==> src/rtl/lfsr_pkg.sv <==
// lfsr_pkg -- shared definitions for the LFSR word generator.
//   lfsr_state_e : generator control states
//   TAPS_8/16/32 : default feedback masks (bit i set => state[i] feeds the XOR)
//   lfsr_fb()    : feedback bit for a state/tap-mask pair (up to 64 bits)
package lfsr_pkg;

   typedef enum logic [1:0] {
      IDLE  = 2'd0,
      RUN   = 2'd1,
      STALL = 2'd2
   } lfsr_state_e;

   localparam logic [7:0]  TAPS_8  = 8'hB8;
   localparam logic [15:0] TAPS_16 = 16'hB400;
   localparam logic [31:0] TAPS_32 = 32'hA3000000;

   function automatic logic lfsr_fb(input logic [63:0] state,
                                    input logic [63:0] taps);
      return ^(state & taps);
   endfunction

endpackage

==> src/rtl/lfsr_word_pack.sv <==
// lfsr_word_pack -- serial-to-parallel collector with a valid/ready holding register.
//   clk, rst      : clock (rising edge), asynchronous active-high reset
//   clear         : drop the partial (or pending full) collector word; holding register kept
//   shift_en      : shift bit_in into the collector LSB this cycle
//   bit_in        : serial bit; the first bit of a word ends up in out_data[OUT_W-1]
//   out_data      : held word
//   out_valid     : out_data holds an unconsumed word
//   out_ready     : consumer accepts the held word when out_valid is also high
//   coll_full     : a complete word is waiting in the collector for the holding register
//   hold_free     : holding register can take a word this cycle
module lfsr_word_pack #(
   parameter int unsigned OUT_W = 8
) (
   input  logic             clk,
   input  logic             rst,
   input  logic             clear,
   input  logic             shift_en,
   input  logic             bit_in,
   input  logic             out_ready,
   output logic [OUT_W-1:0] out_data,
   output logic             out_valid,
   output logic             coll_full,
   output logic             hold_free
);

   localparam int unsigned CW   = (OUT_W > 1) ? $clog2(OUT_W) : 1;
   localparam logic [CW-1:0] LAST = CW'(OUT_W - 1);

   logic [OUT_W-1:0] coll;
   logic [OUT_W-1:0] coll_shift;
   logic [CW-1:0]    cnt;
   logic             wrap;
   logic             load_shift;
   logic             load_pending;

   generate
      if (OUT_W == 1) begin : g_one
         assign coll_shift = bit_in;
      end else begin : g_many
         assign coll_shift = {coll[OUT_W-2:0], bit_in};
      end
   endgenerate

   assign wrap      = (cnt == LAST);
   assign hold_free = !out_valid || out_ready;

   // A word completing while the holding register is busy parks in the
   // collector (coll_full) instead of being lost; it moves across as soon
   // as the holding register frees up.
   assign load_shift   = shift_en && !clear && wrap && hold_free;
   assign load_pending = coll_full && !clear && hold_free;

   always_ff @(posedge clk or posedge rst) begin
      if (rst) begin
         coll      <= '0;
         cnt       <= '0;
         coll_full <= 1'b0;
      end else if (clear) begin
         coll      <= '0;
         cnt       <= '0;
         coll_full <= 1'b0;
      end else if (shift_en) begin
         coll <= coll_shift;
         cnt  <= wrap ? '0 : cnt + 1'b1;
         if (wrap && !hold_free) begin
            coll_full <= 1'b1;
         end
      end else if (load_pending) begin
         coll      <= '0;
         coll_full <= 1'b0;
      end
   end

   always_ff @(posedge clk or posedge rst) begin
      if (rst) begin
         out_data  <= '0;
         out_valid <= 1'b0;
      end else if (load_shift) begin
         out_data  <= coll_shift;
         out_valid <= 1'b1;
      end else if (load_pending) begin
         out_data  <= coll;
         out_valid <= 1'b1;
      end else if (out_valid && out_ready) begin
         out_valid <= 1'b0;
      end
   end

endmodule

==> src/rtl/lfsr_gen.sv <==
// lfsr_gen -- Fibonacci LFSR pseudo-random word generator.
//   clk, rst    : clock (rising edge), asynchronous active-high reset
//   en          : run enable; the LFSR advances only while running
//   seed_valid  : load seed_data (SEED_DEF if seed_data is zero); wins over advancing
//   seed_data   : seed value, WIDTH bits
//   out_data    : assembled OUT_W-bit word, first emitted bit in the MSB
//   out_valid   : out_data holds an unconsumed word
//   out_ready   : consumer handshake
//   bit_out     : current serial bit, state[WIDTH-1]
// Optional macro LFSR_GEN_PERIOD_CNT_EN adds:
//   period_done : one-cycle pulse when the state returns to the last loaded seed
//   period_len  : advance count latched at that moment
module lfsr_gen
   import lfsr_pkg::*;
#(
   parameter int unsigned      WIDTH    = 16,
   parameter logic [WIDTH-1:0] TAPS     = 16'hB400,
   parameter int unsigned      OUT_W    = 8,
   parameter logic [WIDTH-1:0] SEED_DEF = {{(WIDTH-1){1'b0}}, 1'b1}
) (
   input  logic             clk,
   input  logic             rst,
   input  logic             en,
   input  logic             seed_valid,
   input  logic [WIDTH-1:0] seed_data,
   output logic [OUT_W-1:0] out_data,
   output logic             out_valid,
   input  logic             out_ready,
   output logic             bit_out
`ifdef LFSR_GEN_PERIOD_CNT_EN
   ,
   output logic             period_done,
   output logic [WIDTH-1:0] period_len
`endif
);

   logic [WIDTH-1:0] state;
   logic [WIDTH-1:0] adv_state;
   logic [WIDTH-1:0] seed_val;
   logic             fb;
   logic             state_zero;
   logic             advance;
   logic             clear;
   logic             coll_full;
   logic             hold_free;

   lfsr_state_e fsm;
   lfsr_state_e fsm_next;

   assign fb         = lfsr_fb(64'(state), 64'(TAPS));
   assign adv_state  = {state[WIDTH-2:0], fb};
   assign seed_val   = (seed_data == '0) ? SEED_DEF : seed_data;
   assign state_zero = (state == '0);
   assign bit_out    = state[WIDTH-1];

   // Advancing stops while a finished word is parked in the collector, so
   // no bit is ever shifted into a word that cannot yet be handed over.
   assign advance = (fsm == RUN) && !coll_full && !seed_valid && !state_zero;
   assign clear   = seed_valid && !state_zero;

   always_ff @(posedge clk or posedge rst) begin
      if (rst) begin
         state <= SEED_DEF;
      end else if (state_zero) begin
         state <= SEED_DEF;
      end else if (seed_valid) begin
         state <= seed_val;
      end else if (advance) begin
         state <= adv_state;
      end
   end

   always_ff @(posedge clk or posedge rst) begin
      if (rst) begin
         fsm <= IDLE;
      end else begin
         fsm <= fsm_next;
      end
   end

   always_comb begin
      fsm_next = fsm;
      case (fsm)
         IDLE: begin
            if (en) fsm_next = RUN;
         end
         RUN: begin
            if (!en)                         fsm_next = IDLE;
            else if (coll_full && !hold_free) fsm_next = STALL;
         end
         STALL: begin
            if (!en)           fsm_next = IDLE;
            else if (hold_free) fsm_next = RUN;
         end
         default: fsm_next = IDLE;
      endcase
   end

   lfsr_word_pack #(
      .OUT_W (OUT_W)
   ) u_pack (
      .clk       (clk),
      .rst       (rst),
      .clear     (clear),
      .shift_en  (advance),
      .bit_in    (state[WIDTH-1]),
      .out_ready (out_ready),
      .out_data  (out_data),
      .out_valid (out_valid),
      .coll_full (coll_full),
      .hold_free (hold_free)
   );

`ifdef LFSR_GEN_PERIOD_CNT_EN
   logic [WIDTH-1:0] adv_cnt;
   logic [WIDTH-1:0] last_seed;

   always_ff @(posedge clk or posedge rst) begin
      if (rst) begin
         adv_cnt     <= '0;
         last_seed   <= SEED_DEF;
         period_done <= 1'b0;
         period_len  <= '0;
      end else begin
         period_done <= 1'b0;
         if (state_zero) begin
            adv_cnt   <= '0;
            last_seed <= SEED_DEF;
         end else if (seed_valid) begin
            adv_cnt   <= '0;
            last_seed <= seed_val;
         end else if (advance) begin
            if (adv_state == last_seed) begin
               period_done <= 1'b1;
               period_len  <= adv_cnt + 1'b1;
               adv_cnt     <= '0;
            end else begin
               adv_cnt <= adv_cnt + 1'b1;
            end
         end
      end
   end
`endif

endmodule

==> config.mk <==
export PLATFORM = sky130hd
export DESIGN_NAME = lfsr_gen
export DESIGN_NICKNAME = d
export VERILOG_FILES = /design/src/rtl/lfsr_pkg.sv /design/src/rtl/lfsr_word_pack.sv /design/src/rtl/lfsr_gen.sv
export SDC_FILE = /design/constraint.sdc
export NUM_CORES = 1
export LEC_CHECK = 0
export CORE_UTILIZATION = 55
export CTS_BUF_LIST = sky130_fd_sc_hd__clkbuf_4 sky130_fd_sc_hd__clkbuf_8
export DETAILED_ROUTE_END_ITERATION = 10
export PLACE_DENSITY_LB_ADDON = 0.3
export SLEW_MARGIN = 20
export SYNTH_ARGS = -nofsm -noshare
export SYNTH_HDL_FRONTEND = slang
export SYNTH_SLANG_ARGS = --single-unit
==> constraint.sdc <==
create_clock -name clk -period 2.4 [get_ports clk]
set_clock_uncertainty 0.05 [all_clocks]
set_input_delay 0.48 -clock clk [delete_from_list [all_inputs] [get_ports clk]]
set_output_delay 0.48 -clock clk [all_outputs]
set_load 0.1 [all_outputs]
==> flow_summary.toml <==
[outcome]
outcome = "finished, final reports clean"

[clocking]
clock-sinks = 39
post_cts_resized = 0
clk_path_buf_depth = 2
cts_tree = "yes"
hold_buffers = 0
post_cts_buffers = 0
cts_buffers = 5
path_clk_slew_ns = 0.11
root_buffer = "clkbuf_4"
cts_max_level = 2
clkLatencyLatePin_ns = 0.35

[worst_setup_path]
cp_max_fo = 10
startpoint = "state[12]$_DFFE_PP0P_"
worstSetupPathType = "flop to flop"
slowest_delay_ns = 0.57
reg2reg_slack_ns = 0.22
crit_path_cell_trace = "inv_1 > ha_1 > nor4b_2 > and4_1 > buf_4 > nor2_1 > a22o_1"
cp.depth = 7
critical_path_required_ns = 2.64
slowest_stage = "nor2_1"
r2r_start = "state[12]$_DFFE_PP0P_"
critPathLaunchType = "flop"
r2r_end = "u_pack.coll[2]$_DFFE_PP0P_"
end_kind = "flop"
crit_family = "simple AND/OR/NAND/NOR gates"
crit_buf_inv = 2
endpoint = "u_pack.coll[2]$_DFFE_PP0P_"
ff2ff_path_depth = 7
worst_ep_arrival_time_ns = 2.42

[power]
p_comb_share_pct = 15.8
clkPwrFrac_pct = 36.1
p_total_mw = 1.540
pwr-share-seq_pct = 48.1
p_sw_mw = 0.3965
cellInternalPower_mw = 1.143
irDropWorstVdd_v = 0.0004186
power_density_nw_per_um2 = 637.0
p_sw_share_pct = 25.75
leakage_nw = 1.048

[timing]
min_period_ns = 2.182
tightest_slew_ns = 0.7147
hold_violations = 0
final.setup.worst_slack_ns = 0.2179
slew_viol_final = 0
fin_tns_setup_ns = 0
holdWs_ns = 0.4763
relSlewSlack_pct = 52.18
setup_viol = 0
period_share_pct = 90.92
rsz0062_at_grt = "false"
fmax_mhz = 458.3

[synthesis]
syn_inst = 192
synth.cell_area_um2 = 1953
yosysWarnings = 0
ys.flop_type = "dfrtp_1"
synth_cell_types = 38
synth.avg_cell_area_um2 = 10.17
ys_ff_latch = 39
synth_edf_count = 0
yosysSeqAreaShare_pct = 50.03
async_reset_ff_share_pct = 100.0
syn-num-nets = 216

[detailed_routing]
routed_wl_um = 4795
drtIter0Drc = 82
first_pass_iters = 4
ant_nets = 0
viasPerCell = 6.445
drc = 0
routedWlPerCell_um = 17.50
vias = 1766

[global_routing]
grt_remaining_overflow = 0
grt_pass1_vias = 1692
grt_pass1_wl_um = 7438
antenna_found_initial = 0
grt_usage_pct = 27.21
grt_max_degree = 40

[floorplan]
start_util_pct = 58.07
ios = 31
rows = 21
dieHeight_um = 61.59
core-area_um2 = 3363
die_x_um = 61.59
die_area_um2 = 3793

[place]
post_dp_cell_area_um2 = 2312
dp_slack_ns = 0.06666
placed_cells = 266
io_buffer_count = 30
place_congestion = 0.8070
hpwlAfterDp_um = 3386

[flow_run]
maxCapViolations = 0

[finish]
antenna_cells = 0
finish.utilization_pct = 71.88
fin_nets = 251
syn_to_final_growth_pct = 23.77
regArea_um2 = 977.2
n_fill_cell = 267
drive_above_1_share_pct = 15.79
final_cells = 274
multi_input_area_um2 = 900.9
final_cell_area_um2 = 2417

[hold_path]
hold_class = "primary input to async pin"
## final cells by class
class,instances,area share (%)
Sequential cell,39,40.42
Multi-Input combinational cell,135,37.27
Timing Repair Buffer,41,14.80
Clock inverter,2,2.484
Tap cell,46,2.381
Clock buffer,6,1.863
Inverter,5,0.7764
## worst reg2reg max path, cell delays in order, from the launching register on
cell	delay [ns]
dfrtp_1	0.40
inv_1	0.06
ha_1	0.20
nor4b_2	0.18
and4_1	0.24
buf_4	0.19
nor2_1	0.57
a22o_1	0.24
## layer usage
metal	global-route usage, %	vias to the layer above	routed length [µm]
met4	13.65	0	96
met2	46.24	55	2370
met3	5.042	11	199
li1	-	827	-
met5	0	-	0
met1	33.11	873	2128
## worst min path at each step
stage                            endpoint  slack, ns  cells after the start
2_1_floorplan          fsm[0]$_DFFE_PP0P_       0.42                      1
3_3_place_gp    u_pack.cnt[2]$_DFFE_PP0P_       0.44                      1
3_5_place_dp   u_pack.coll[7]$_DFFE_PP0P_       0.46                      1
4_1_cts         u_pack.cnt[1]$_DFFE_PP0P_       0.48                      1
5_1_grt         u_pack.cnt[1]$_DFFE_PP0P_       0.50                      1
6_report               fsm[1]$_DFFE_PP0P_       0.48                      3
## state kept, by name, summed over array words and instances, names as in the netlist
| register | count |
|---|---|
| u_pack.cnt | 3 |
| u_pack.coll | 8 |
| u_pack.coll_full | 1 |
| u_pack.out_valid | 1 |
| u_pack.out_data | 8 |
| fsm | 2 |
| state | 16 |
## cells by family after synthesis
family / after synthesis / synth area share [%]
AOI/OAI and AO/OA: 65 / 23.51
and+or+nand+nor: 65 / 19.80
DFF: 39 / 50.03
buffers and inverters: 18 / 3.843
adders and majority gates: 3 / 1.922
xor gates and xnor gates: 2 / 0.8970
## cell usage in the layout, fill, tap and decap left out, drive strengths merged, types with 2 or more instances in the layout
cell type,instances
nand4,9
nor4b,2
clkbuf,6
inv,5
ha,3
a41oi,2
a21oi,2
nor2,5
buf,21
nor4,14
clkdlybuf4s50,20
a22o,11
bufinv,2
nand3b,2
dfrtp,38
a311oi,2
a31oi,8
nand2,10
o21ai,24
a2bb2oi,13
nand3,15
## synth_stat cells, types with 2 or more instances
master     count  share of area, %
a311oi_1       2              0.90
a22o_1        11               4.9
a31oi_1        7               2.2
o21ai_1        4               1.0
a21oi_1        2              0.51
inv_1          4              0.77
clkbuf_1       9               1.7
a41oi_1        2              0.90
nor4_1        12               3.8
nor4_2         2               1.3
dfrtp_1       38                49
buf_2          3              0.77
a2bb2oi_1     13               5.8
nand4_1        9               2.9
nor4b_2        2               1.5
nand2_1       10               1.9
nor2_1         5              0.96
o21ai_0       20               5.1
nand3_1       15               3.8
ha_1           3               1.9
nand3b_1       2              0.77
## power groups by stage
stage / Combinational [mW] / Clock [mW] / Sequential [mW]
5_1_grt: 0.262 / 0.588 / 0.744
6_report: 0.243 / 0.556 / 0.741
2_1_floorplan: 0.122 / 0 / 0.777
4_1_cts: 0.243 / 0.561 / 0.740
3_3_place_gp: 0.234 / 0 / 0.748
3_5_place_dp: 0.242 / 0 / 0.752
No activity file was read; power rests on OpenSTA's default activity.
